$ cat config.mk
export PLATFORM = sky130hd
export DESIGN_NAME = mc_control_fsm
export DESIGN_NICKNAME = d
export VERILOG_FILES = /design/src/rtl/ctrl_pkg.sv /design/src/rtl/alu_ctrl_decode.sv /design/src/rtl/mc_control_fsm.sv
export SDC_FILE = /design/constraint.sdc
export NUM_CORES = 1
export LEC_CHECK = 0
export CAP_MARGIN = 15
export CORE_ASPECT_RATIO = 0.6
export CORE_UTILIZATION = 43
export CTS_BUF_LIST = sky130_fd_sc_hd__clkbuf_16
export CTS_CLUSTER_DIAMETER = 120
export DETAILED_ROUTE_END_ITERATION = 10
export GPL_ROUTABILITY_DRIVEN = 1
export PLACE_DENSITY = 0.81
export SLEW_MARGIN = 20
export SYNTH_ARGS = -nofsm -noshare
export SYNTH_HDL_FRONTEND = slang
export SYNTH_SLANG_ARGS = --single-unit
$ cat constraint.sdc
create_clock -name clk -period 2.03 [get_ports clk]
set_input_delay 0.5075 -clock clk [delete_from_list [all_inputs] [get_ports clk]]
set_output_delay 0.5075 -clock clk [all_outputs]
set_load 0.005 [all_outputs]
$ cat src/rtl/ctrl_pkg.sv
// Shared encodings for the multicycle MIPS-subset controller: opcodes, Funct codes,
// state codes, ALUCtrl codes and the Moore output table indexed by state.
package ctrl_pkg;

    localparam logic [5:0] OP_RTYPE = 6'b000000;
    localparam logic [5:0] OP_J     = 6'b000010;
    localparam logic [5:0] OP_BEQ   = 6'b000100;
    localparam logic [5:0] OP_ADDI  = 6'b001000;
    localparam logic [5:0] OP_LW    = 6'b100011;
    localparam logic [5:0] OP_SW    = 6'b101011;

    localparam logic [5:0] FN_ADD = 6'b100000;
    localparam logic [5:0] FN_SUB = 6'b100010;

    localparam logic [3:0] ALU_ADD = 4'b0010;
    localparam logic [3:0] ALU_SUB = 4'b0110;
    localparam logic [3:0] ALU_NOP = 4'b1111;

    localparam logic [1:0] SRCB_REGB    = 2'b00;
    localparam logic [1:0] SRCB_FOUR    = 2'b01;
    localparam logic [1:0] SRCB_IMM     = 2'b10;
    localparam logic [1:0] SRCB_IMM_SH2 = 2'b11;

    localparam logic [1:0] PCSRC_ALU    = 2'b00;
    localparam logic [1:0] PCSRC_ALUOUT = 2'b01;
    localparam logic [1:0] PCSRC_JUMP   = 2'b10;

    typedef enum logic [3:0] {
        ST_IDLE   = 4'd0,
        ST_FETCH  = 4'd1,
        ST_DECODE = 4'd2,
        ST_MEMADR = 4'd3,
        ST_MEMRD  = 4'd4,
        ST_MEMWB  = 4'd5,
        ST_MEMWR  = 4'd6,
        ST_EXEC   = 4'd7,
        ST_ALUWB  = 4'd8,
        ST_BRANCH = 4'd9,
        ST_JUMP   = 4'd10,
        ST_ADDIEX = 4'd11,
        ST_ADDIWB = 4'd12,
        ST_TRAP   = 4'd13
    } state_t;

    typedef struct packed {
        logic       pc_en;
        logic       iord;
        logic       mem_read;
        logic       mem_write;
        logic       ir_write;
        logic       reg_dst;
        logic       mem_to_reg;
        logic       reg_write;
        logic       alu_src_a;
        logic [1:0] alu_src_b;
        logic [3:0] alu_ctrl;
        logic [1:0] pc_source;
    } ctrl_out_t;

    localparam ctrl_out_t CTRL_QUIET = '{alu_ctrl: ALU_NOP, default: '0};

    // EXEC's ALUCtrl and BRANCH's PCEn depend on live inputs, so the top overlays them.
    function automatic ctrl_out_t state_outputs(input state_t s);
        ctrl_out_t o;
        o = CTRL_QUIET;
        case (s)
            ST_FETCH: begin
                o.mem_read  = 1'b1;
                o.ir_write  = 1'b1;
                o.pc_en     = 1'b1;
                o.alu_src_b = SRCB_FOUR;
                o.alu_ctrl  = ALU_ADD;
            end
            ST_DECODE: begin
                o.alu_src_b = SRCB_IMM_SH2;
                o.alu_ctrl  = ALU_ADD;
            end
            ST_MEMADR, ST_ADDIEX: begin
                o.alu_src_a = 1'b1;
                o.alu_src_b = SRCB_IMM;
                o.alu_ctrl  = ALU_ADD;
            end
            ST_MEMRD: begin
                o.mem_read = 1'b1;
                o.iord     = 1'b1;
            end
            ST_MEMWB: begin
                o.reg_write  = 1'b1;
                o.mem_to_reg = 1'b1;
            end
            ST_MEMWR: begin
                o.mem_write = 1'b1;
                o.iord      = 1'b1;
            end
            ST_EXEC: begin
                o.alu_src_a = 1'b1;
                o.alu_src_b = SRCB_REGB;
            end
            ST_ALUWB: begin
                o.reg_dst   = 1'b1;
                o.reg_write = 1'b1;
            end
            ST_BRANCH: begin
                o.alu_src_a = 1'b1;
                o.alu_src_b = SRCB_REGB;
                o.alu_ctrl  = ALU_SUB;
                o.pc_source = PCSRC_ALUOUT;
            end
            ST_JUMP: begin
                o.pc_source = PCSRC_JUMP;
                o.pc_en     = 1'b1;
            end
            ST_ADDIWB: begin
                o.reg_write = 1'b1;
            end
            default: ;
        endcase
        return o;
    endfunction

endpackage

$ cat src/rtl/alu_ctrl_decode.sv
// Combinational Funct -> ALUCtrl map for R-type instructions in EXEC.
module alu_ctrl_decode
    import ctrl_pkg::*;
(
    input  logic [5:0] funct_i,
    output logic [3:0] alu_ctrl_o
);

    always_comb begin
        case (funct_i)
            FN_ADD:  alu_ctrl_o = ALU_ADD;
            FN_SUB:  alu_ctrl_o = ALU_SUB;
            default: alu_ctrl_o = ALU_NOP;
        endcase
    end

endmodule

$ cat src/rtl/mc_control_fsm.sv
// Multicycle main controller for the 32-bit MIPS-subset datapath (Moore FSM, registered outputs).
// Define ILLEGAL_OP_TRAP_EN to trap unknown opcodes in TRAP and expose the Illegal port.
module mc_control_fsm
    import ctrl_pkg::*;
(
    input  logic       clk,
    input  logic       rst_n,
    input  logic [5:0] Opcode,
    input  logic [5:0] Funct,
    input  logic       Zero,
    output logic       PCEn,
    output logic       IorD,
    output logic       MemRead,
    output logic       MemWrite,
    output logic       IRWrite,
    output logic       RegDst,
    output logic       MemtoReg,
    output logic       RegWrite,
    output logic       ALUSrcA,
    output logic [1:0] ALUSrcB,
    output logic [3:0] ALUCtrl,
    output logic [1:0] PCSource,
    output logic [3:0] StateOut
`ifdef ILLEGAL_OP_TRAP_EN
    ,
    output logic       Illegal
`endif
);

    state_t    state_q;
    state_t    state_d;
    ctrl_out_t out_q;
    logic [3:0] exec_alu_ctrl;

    alu_ctrl_decode u_alu_ctrl_decode (
        .funct_i    (Funct),
        .alu_ctrl_o (exec_alu_ctrl)
    );

    always_comb begin
        state_d = ST_FETCH;
        case (state_q)
            ST_IDLE:   state_d = ST_FETCH;
            ST_FETCH:  state_d = ST_DECODE;
            ST_DECODE: begin
                case (Opcode)
                    OP_LW, OP_SW: state_d = ST_MEMADR;
                    OP_RTYPE:     state_d = ST_EXEC;
                    OP_BEQ:       state_d = ST_BRANCH;
                    OP_J:         state_d = ST_JUMP;
                    OP_ADDI:      state_d = ST_ADDIEX;
`ifdef ILLEGAL_OP_TRAP_EN
                    default:      state_d = ST_TRAP;
`else
                    default:      state_d = ST_FETCH;
`endif
                endcase
            end
            // Opcode is looked at again here to split lw from sw.
            ST_MEMADR: begin
                if (Opcode == OP_LW) begin
                    state_d = ST_MEMRD;
                end else if (Opcode == OP_SW) begin
                    state_d = ST_MEMWR;
                end else begin
                    state_d = ST_FETCH;
                end
            end
            ST_MEMRD:  state_d = ST_MEMWB;
            ST_MEMWB:  state_d = ST_FETCH;
            ST_MEMWR:  state_d = ST_FETCH;
            ST_EXEC:   state_d = ST_ALUWB;
            ST_ALUWB:  state_d = ST_FETCH;
            ST_BRANCH: state_d = ST_FETCH;
            ST_JUMP:   state_d = ST_FETCH;
            ST_ADDIEX: state_d = ST_ADDIWB;
            ST_ADDIWB: state_d = ST_FETCH;
`ifdef ILLEGAL_OP_TRAP_EN
            ST_TRAP:   state_d = ST_TRAP;
`endif
            default:   state_d = ST_FETCH;
        endcase
    end

`ifdef ILLEGAL_OP_TRAP_EN
    logic illegal_q;
`endif

    // Outputs are registered from the next state so they line up with state_q.
    always_ff @(posedge clk or negedge rst_n) begin
        if (!rst_n) begin
            state_q   <= ST_IDLE;
            out_q     <= CTRL_QUIET;
`ifdef ILLEGAL_OP_TRAP_EN
            illegal_q <= 1'b0;
`endif
        end else begin
            state_q   <= state_d;
            out_q     <= state_outputs(state_d);
`ifdef ILLEGAL_OP_TRAP_EN
            illegal_q <= (state_d == ST_TRAP);
`endif
        end
    end

`ifdef ILLEGAL_OP_TRAP_EN
    assign Illegal = illegal_q;
`endif

    assign PCEn     = out_q.pc_en | ((state_q == ST_BRANCH) & Zero);
    assign ALUCtrl  = (state_q == ST_EXEC) ? exec_alu_ctrl : out_q.alu_ctrl;
    assign IorD     = out_q.iord;
    assign MemRead  = out_q.mem_read;
    assign MemWrite = out_q.mem_write;
    assign IRWrite  = out_q.ir_write;
    assign RegDst   = out_q.reg_dst;
    assign MemtoReg = out_q.mem_to_reg;
    assign RegWrite = out_q.reg_write;
    assign ALUSrcA  = out_q.alu_src_a;
    assign ALUSrcB  = out_q.alu_src_b;
    assign PCSource = out_q.pc_source;
    assign StateOut = state_q;

endmodule
## Yosys cells after proc, flatten, opt, wreduce, memory -nomap -nowiden

Cells that the tools add are included.

- Bits in registers: 21
- Latch bits: 0
- RAM bits: 0
- Bits in read-only memories: 0
- Input port bits: 15
- Output and inout port bits: 21
- Memories: 0

- Add/sub/neg operators: 0
- Multipliers: 0
- Div/mod/pow operators: 0
- $lt $le $gt $ge: 0
- Equal/unequal tests: 26
- Shift operators: 0
- Multiplexer cells: 18
- Bitwise gates (word level): 2
- Reduce and logical (&&, ||, !) cells: 9

Operators by type and width:

| cell | count |
|---|---|
| 4-bit == test (second input constant) | 7 |
| 4-bit by 3-bit == test with 1-bit output (second input constant) | 6 |
| 6-bit == test (second input constant) | 4 |
| 4-bit case mux with 6 select lines | 1 |
| 4-bit case mux with 5 select lines | 1 |
| 4-bit by 2-bit == test with 1-bit output (second input constant) | 4 |
| 4-bit case mux with 2 select lines | 2 |
| 2-bit OR reduction | 5 |
| 1-bit 2-to-1 mux | 9 |
| 4-bit by 1-bit == test with 1-bit output (second input constant) | 2 |
| 4-bit OR reduction | 2 |
| 6-bit by 2-bit == test with 1-bit output (second input constant) | 1 |
| 6-bit by 3-bit == test with 1-bit output (second input constant) | 1 |
| 6-bit by 4-bit == test with 1-bit output (second input constant) | 1 |
| 6-bit logical NOT | 1 |
| 3-bit 2-to-1 mux | 2 |
| 2-bit case mux with 3 select lines | 1 |
| 4-bit 2-to-1 mux | 1 |
| 2-bit case mux with 2 select lines | 1 |
| 3-bit OR reduction | 1 |
| 1-bit AND | 1 |
| 1-bit OR | 1 |

## Logic depth before layout (Yosys ltp)

- Depth in word-level cells: 7
- Gate-level depth with buffers: 7
- Depth with buffers taken out: 6

## Modules after synthesis

A second synthesis with hierarchy kept.

- Cell total of the unflattened synthesis: 103
- Area total of the unflattened synthesis: 957.2 µm²

Modules (own cells, without submodules):

| module | instances | cells each | area an instance (µm²) | sequential area each (µm²) |
|---|---|---|---|---|
| mc_control_fsm | 1 | 96 | 917.1 | 478.0 |
| alu_ctrl_decode | 1 | 7 | 40.0 | 0.0 |

## Least setup slack after synthesis

OpenSTA, ideal clock, no wires.

- Kind: input to register
- Start: input Opcode[2]
- End: register out_q[16] in the netlist's numbering
- Setup time: 0.119 ns
- Arrival time: 1.768 ns
- Data required time: 1.911 ns
- Setup slack: 0.143 ns
- Cell stages on the path: 5
- Buffers on the path: 0
- Cells stage by stage: or4b_4 or2_4 o21ai_4 a2111oi_1 o21a_1

- Word-level cells in the longest chain between the ends: 7

Ends and longest elaborated chain:

| what | line | source |
|---|---|---|
| from (decl) | mc_control_fsm.sv:8 | `input logic [5:0] Opcode,` |
| 6-bit == test (on tied branches) | mc_control_fsm.sv:46, mc_control_fsm.sv:61, mc_control_fsm.sv:63 |  |
| 2-bit OR reduction / 3-bit 2-to-1 mux (equally long branches) | mc_control_fsm.sv:46, mc_control_fsm.sv:63 |  |
| 4-bit case mux with 5 select lines / 3-bit 2-to-1 mux (equally long branches) | mc_control_fsm.sv:46, mc_control_fsm.sv:61 |  |
| 4-bit case mux with 6 select lines (*) | mc_control_fsm.sv:42 | `case (state_q)` |
| via state_d[1] | mc_control_fsm.sv:31 | `state_t state_d;` |
| 4-bit == test / 4-bit by 1-bit == test with 1-bit output (equally long branches) | ctrl_pkg.sv:66 | `case (s)` |
| 2-bit OR reduction (no line) (*) | -- |  |
| 1-bit 2-to-1 mux (*) | ctrl_pkg.sv:66 |  |
| to (signal assigned) | mc_control_fsm.sv:99 | `out_q <= state_outputs(state_d);` |
| to (decl) | mc_control_fsm.sv:32 | `ctrl_out_t out_q;` |

The timed path passes the listed nets; every way through them passes the cells marked *.

## Worst setup path after layout

- Start: input Opcode[3]
- End: register out_q, in the netlist ALUSrcA

- Word-level cells in the longest chain between the ends: 7

Ends and longest elaborated chain:

| what | line |
|---|---|
| 6-bit == test (on tied branches) | mc_control_fsm.sv:46, mc_control_fsm.sv:61, mc_control_fsm.sv:63 |
| 2-bit OR reduction / 3-bit 2-to-1 mux (equally long branches) | mc_control_fsm.sv:46, mc_control_fsm.sv:63 |
| 4-bit case mux with 5 select lines / 3-bit 2-to-1 mux (equally long branches) | mc_control_fsm.sv:46, mc_control_fsm.sv:61 |
| 4-bit case mux with 6 select lines (*) | mc_control_fsm.sv:42 |
| via state_d[0] | mc_control_fsm.sv:31 |
| 4-bit == test (tied with other cells) | ctrl_pkg.sv:66 |
| 4-bit OR reduction (no line) (*) | -- |
| 1-bit 2-to-1 mux (*) | ctrl_pkg.sv:66 |

Marked as above.

==> tab_implementation.tex <==
\begin{tabular}{lr}
\hline
Metric & Value \\
\hline
\multicolumn{2}{l}{\textbf{STA}} \\
\quad Period minus WS final & 2.04 ns \\
\quad Final setup violation count & 2 \\
\quad Final count of hold timing violations & 0 \\
\quad Clock Skews & 0.00223 ns \\
\quad Slew at the pin closest to its max-slew limit & 0.609 ns \\
\quad Minimum hold slack & 0.568 ns \\
\quad Final worst setup slack & -0.00995 ns \\
\quad Fraction of the cycle the final worst path needs & 100\% \\
\quad Maximum clock frequency & 490 MHz \\
\quad Number of max-slew violations in the final report & 0 \\
\quad Tightest slew margin relative to the limit & 59.1\% \\
\quad Total negative setup slack & -0.0182 ns \\
\multicolumn{2}{l}{\textbf{Route}} \\
\quad Vias & 955 \\
\quad Number of DRC markers after the initial detailed-route iteration & 68 \\
\quad Wirelength, routed & 3080 um \\
\quad Total iterations of the first detailed-routing run & 4 \\
\quad \# DRC & 0 \\
\quad Average wire length per cell after detail routing & 18.1 um \\
\quad Antenna violation net count after detailed routing & 0 \\
\quad Via-to-Cell Ratio & 5.62 \\
\multicolumn{2}{l}{\textbf{Setup path}} \\
\quad Endpoint arrival time on the critical path & 2.18 ns \\
\quad Crit path cell chain & clkdlybuf4s50\_1 -> or4\_4 -> nor4b\_4 -> a211oi\_4 -> buf\_4 -> nor2b\_1 \\
\quad Slack of the worst reg-to-reg path & 0.05 ns \\
\quad WS Path Type & in2reg \\
\quad Element type at the critical path end & flop \\
\quad FF-to-FF Start & StateOut[2]\$\_DFF\_PN0\_ \\
\quad Slowest cell delay on critical path & 0.52 ns \\
\quad Required time of the worst setup path & 2.17 ns \\
\quad Setup crit start kind & input port \\
\quad Maximum fanout along the worst path & 4 \\
\quad Worst setup startpoint & Opcode[3] \\
\quad Master of the slowest instance on the critical path & or4\_4 \\
\multicolumn{2}{l}{\textbf{Floorplan}} \\
\quad Chip Width & 63.3 um \\
\quad Area of the die & 2460 um\^{}2 \\
\quad Initial Util & 48.9\% \\
\quad Core ar. & 1980 um\^{}2 \\
\quad Cell row count & 12 \\
\quad Number of primary I/O pins & 36 \\
\quad Overall die height & 38.8 um \\
\multicolumn{2}{l}{\textbf{Global routing}} \\
\quad Pin count of the biggest net entering global routing & 20 \\
\quad Global-route total usage across every layer & 26.8\% \\
\quad Global-route wire length before repair & 4570 um \\
\quad Vias in the first global route & 910 \\
\quad Initial antenna violation count & 0 \\
\quad Total congestion overflow after global routing & 0 \\
\multicolumn{2}{l}{\textbf{Placed design}} \\
\quad Routability cong. & 0.842 \\
\quad Final HPWL DP & 1990 um \\
\quad Count of input and output buffers & 34 \\
\quad Worst setup slack after placement & -0.483 ns \\
\multicolumn{2}{l}{\textbf{Synthesis}} \\
\quad Largest family of logic cells by synthesized area & simple AND/OR/NAND/NOR gates \\
\quad Number of synthesized flops with an enable pin & 0 \\
\quad Cell type contributing the most total cell area after synthesis & dfrtp\_1 \\
\quad Simple-gate area share of the yosys netlist & 23.1\% \\
\quad Mux contribution to synthesized area & 3.35\% \\
\quad Dominant register cell in the synthesized netlist & dfrtp\_1 \\
\quad Synthesized-area fraction occupied by ao, oa, aoi and oai cells & 14.6\% \\
\quad Flops \& latches, synth & 19 \\
\quad Number of warnings reported in the yosys synthesis log & 0 \\
\quad Cell area after synthesis & 970 um\^{}2 \\
\quad Fraction of post-synthesis cell area in the top cell type by area & 43.9\% \\
\quad Post-Synthesis Mean Instance Area & 10.9 um\^{}2 \\
\quad Distinct cells, synth & 41 \\
\quad Synthesized netlist net count & 104 \\
\quad Top cells by area, synth & dfrtp\_1 (44\%), dfstp\_2 (5.4\%), buf\_4 (4.6\%) \\
\quad Most frequent cell after synthesis & dfrtp\_1 \\
\quad Sequential cell area fraction in the yosys report & 49.3\% \\
\quad Xor-xnor portion of the synthesized cell area & 1.81\% \\
\quad Async set-or-reset flop fraction in the synthesized netlist & 100\% \\
\quad Area share of fa/ha/maj cells after synthesis & 0\% \\
\quad Cells after synthesis & 89 \\
\quad Top post-synthesis cells by count & dfrtp\_1 (17), nor2\_1 (8), buf\_4 (6), nor3\_1 (5) \\
\multicolumn{2}{l}{\textbf{Pwr}} \\
\quad Power share of the clock group & 26.5\% \\
\quad Power per Cell Area & 883 nW/um\^{}2 \\
\quad NetSw & 436 uW \\
\quad Switching power as a share of total power & 29.9\% \\
\quad Lkg Pwr & 0.000760 uW \\
\quad Comb pwr share & 40.5\% \\
\quad Internal Pwr Total & 1020 uW \\
\quad Reg power frac & 33.0\% \\
\quad Maximum VDD drop & 0.621 mV \\
\multicolumn{2}{l}{\textbf{Outcome}} \\
\quad Result of the run & finished with violations \\
\quad Failing checks & setup timing \\
\multicolumn{2}{l}{\textbf{Clock network}} \\
\quad Later-pin clock latency in the skew report & 0.25 ns \\
\quad TritonCTS buffer count & 3 \\
\quad CTS H-tree lvls & 1 \\
\quad Clock input transition at the sequential cells of the worst setup and hold paths & 0.05 ns \\
\quad Maximum clock path buffer count & 2 \\
\quad Clk Tree Root Cell & clkbuf\_16 \\
\quad Number of sinks on the clock net & 19 \\
\quad Hold bufs inserted after CTS & 0 \\
\quad Clock tree from TritonCTS & built \\
\multicolumn{2}{l}{\textbf{Cells and area}} \\
\quad Number of inserted diodes & 0 \\
\quad Area Growth Syn to Fin & 70.2\% \\
\quad Share of final-layout standard cells stronger than drive strength 1 & 40.8\% \\
\quad Final design utilization & 83.3\% \\
\quad Final-stage net count & 158 \\
\multicolumn{2}{l}{\textbf{Worst hold path}} \\
\quad Hold crit path type & reg2reg \\
\quad Min-Delay Startpoint & StateOut[1]\$\_DFF\_PN0\_ \\
\multicolumn{2}{l}{\textbf{Job}} \\
\quad Total of max-cap violations & 0 \\
\hline
\end{tabular}
==> critical path: cells and delay by family <==
family	cells	cell delay [ns]
buf+inv	2	0.58
compound gates	1	0.10
simple gates	3	0.98
==> registers in the layout (all words and copies together) (netlist names) <==
signal	count
MemtoReg	1
out_q	3
ALUSrcB	2
ALUSrcA	1
MemRead	1
PCSource	2
IRWrite	1
IorD	1
RegDst	1
StateOut	4
RegWrite	1
MemWrite	1
==> kinds of logic (layout without fill, tap and decap cells) <==
group	Yosys count	after routing
simple gates	37	37
flops	19	19
compound gates	16	16
buf+inv	11	64
mux	3	3
xor+xnor	2	2
other cells	1	1
==> path summary, 6_finish.rpt <==
path / cells past startpoint / to
worst max-delay path: 6 / ALUSrcA$_DFF_PN0_
worst min-delay path: 1 / MemtoReg$_DFF_PN0_
worst max register to register: 6 / ALUSrcB[0]$_DFF_PN0_
worst min register to register: 1 / MemtoReg$_DFF_PN0_
max in group asynchronous: 2 / out_q[2]$_DFF_PN1_
min in group asynchronous: 2 / RegWrite$_DFF_PN0_
==> cells in the final DEF (no fill, tap or decap), types with 2 or more instances in the layout <==
cell and n:
nor3_1 2, clkdlybuf4s15_1 3, buf_6 4, dlygate4sd2_1 4, dlymetal6s2s_1 2, nand2b_1 2
clkbuf_16 3, clkdlybuf4s50_1 21, nand2_1 4, nor2_1 6, and2_1 4, dfrtp_1 17
buf_4 21, inv_1 3, nor3_2 3, xor2_1 2, dfstp_2 2, o21a_1 2
nand3_1 3
==> stage by stage <==
step,power [uW],instance area (um^2),std cells
6_report,1460,1650,170
2_1_floorplan,732,970,89
3_3_place_gp,957,1420,161
3_5_place_dp,975,1420,161
5_1_grt,1510,1650,170
4_1_cts,1400,1570,166
==> power by group through the flow <==
| stage | Clock [uW] | Sequential, uW | Combinational [uW] |
|---|---|---|---|
| after detailed placement | 0 | 485 | 490 |
| after floorplan | 0 | 491 | 240 |
| after CTS | 392 | 481 | 531 |
| final | 386 | 480 | 590 |
| after global routing | 406 | 485 | 620 |
| after global placement | 0 | 483 | 474 |
==> layer usage <==
layer	GRT usage, %	share of wire [%]	vias up
li1	-	-	419
met1	32.4	41	459
met2	46.5	47	64
met3	7.65	8.5	13
met4	11.4	3.7	0
met5	0	0	-
==> cell type report <==
type / instances / area (um^2)
Clock buffer: 3 / 75.1
Clock inverter: 1 / 3.75
Fill cell: 110 / 332
Inverter: 3 / 11.3
Multi-Input combinational cell: 59 / 534
Sequential cell: 19 / 478
Tap cell: 28 / 35.0
Timing Repair Buffer: 57 / 513
==> what timing repair did <==
item,4_1_cts,5_1_grt
setup endpoints to repair,13,12
pin swaps,8,12
resized for setup,40,14
setup buffers,2,4
No activity file was read; power rests on OpenSTA's default activity.
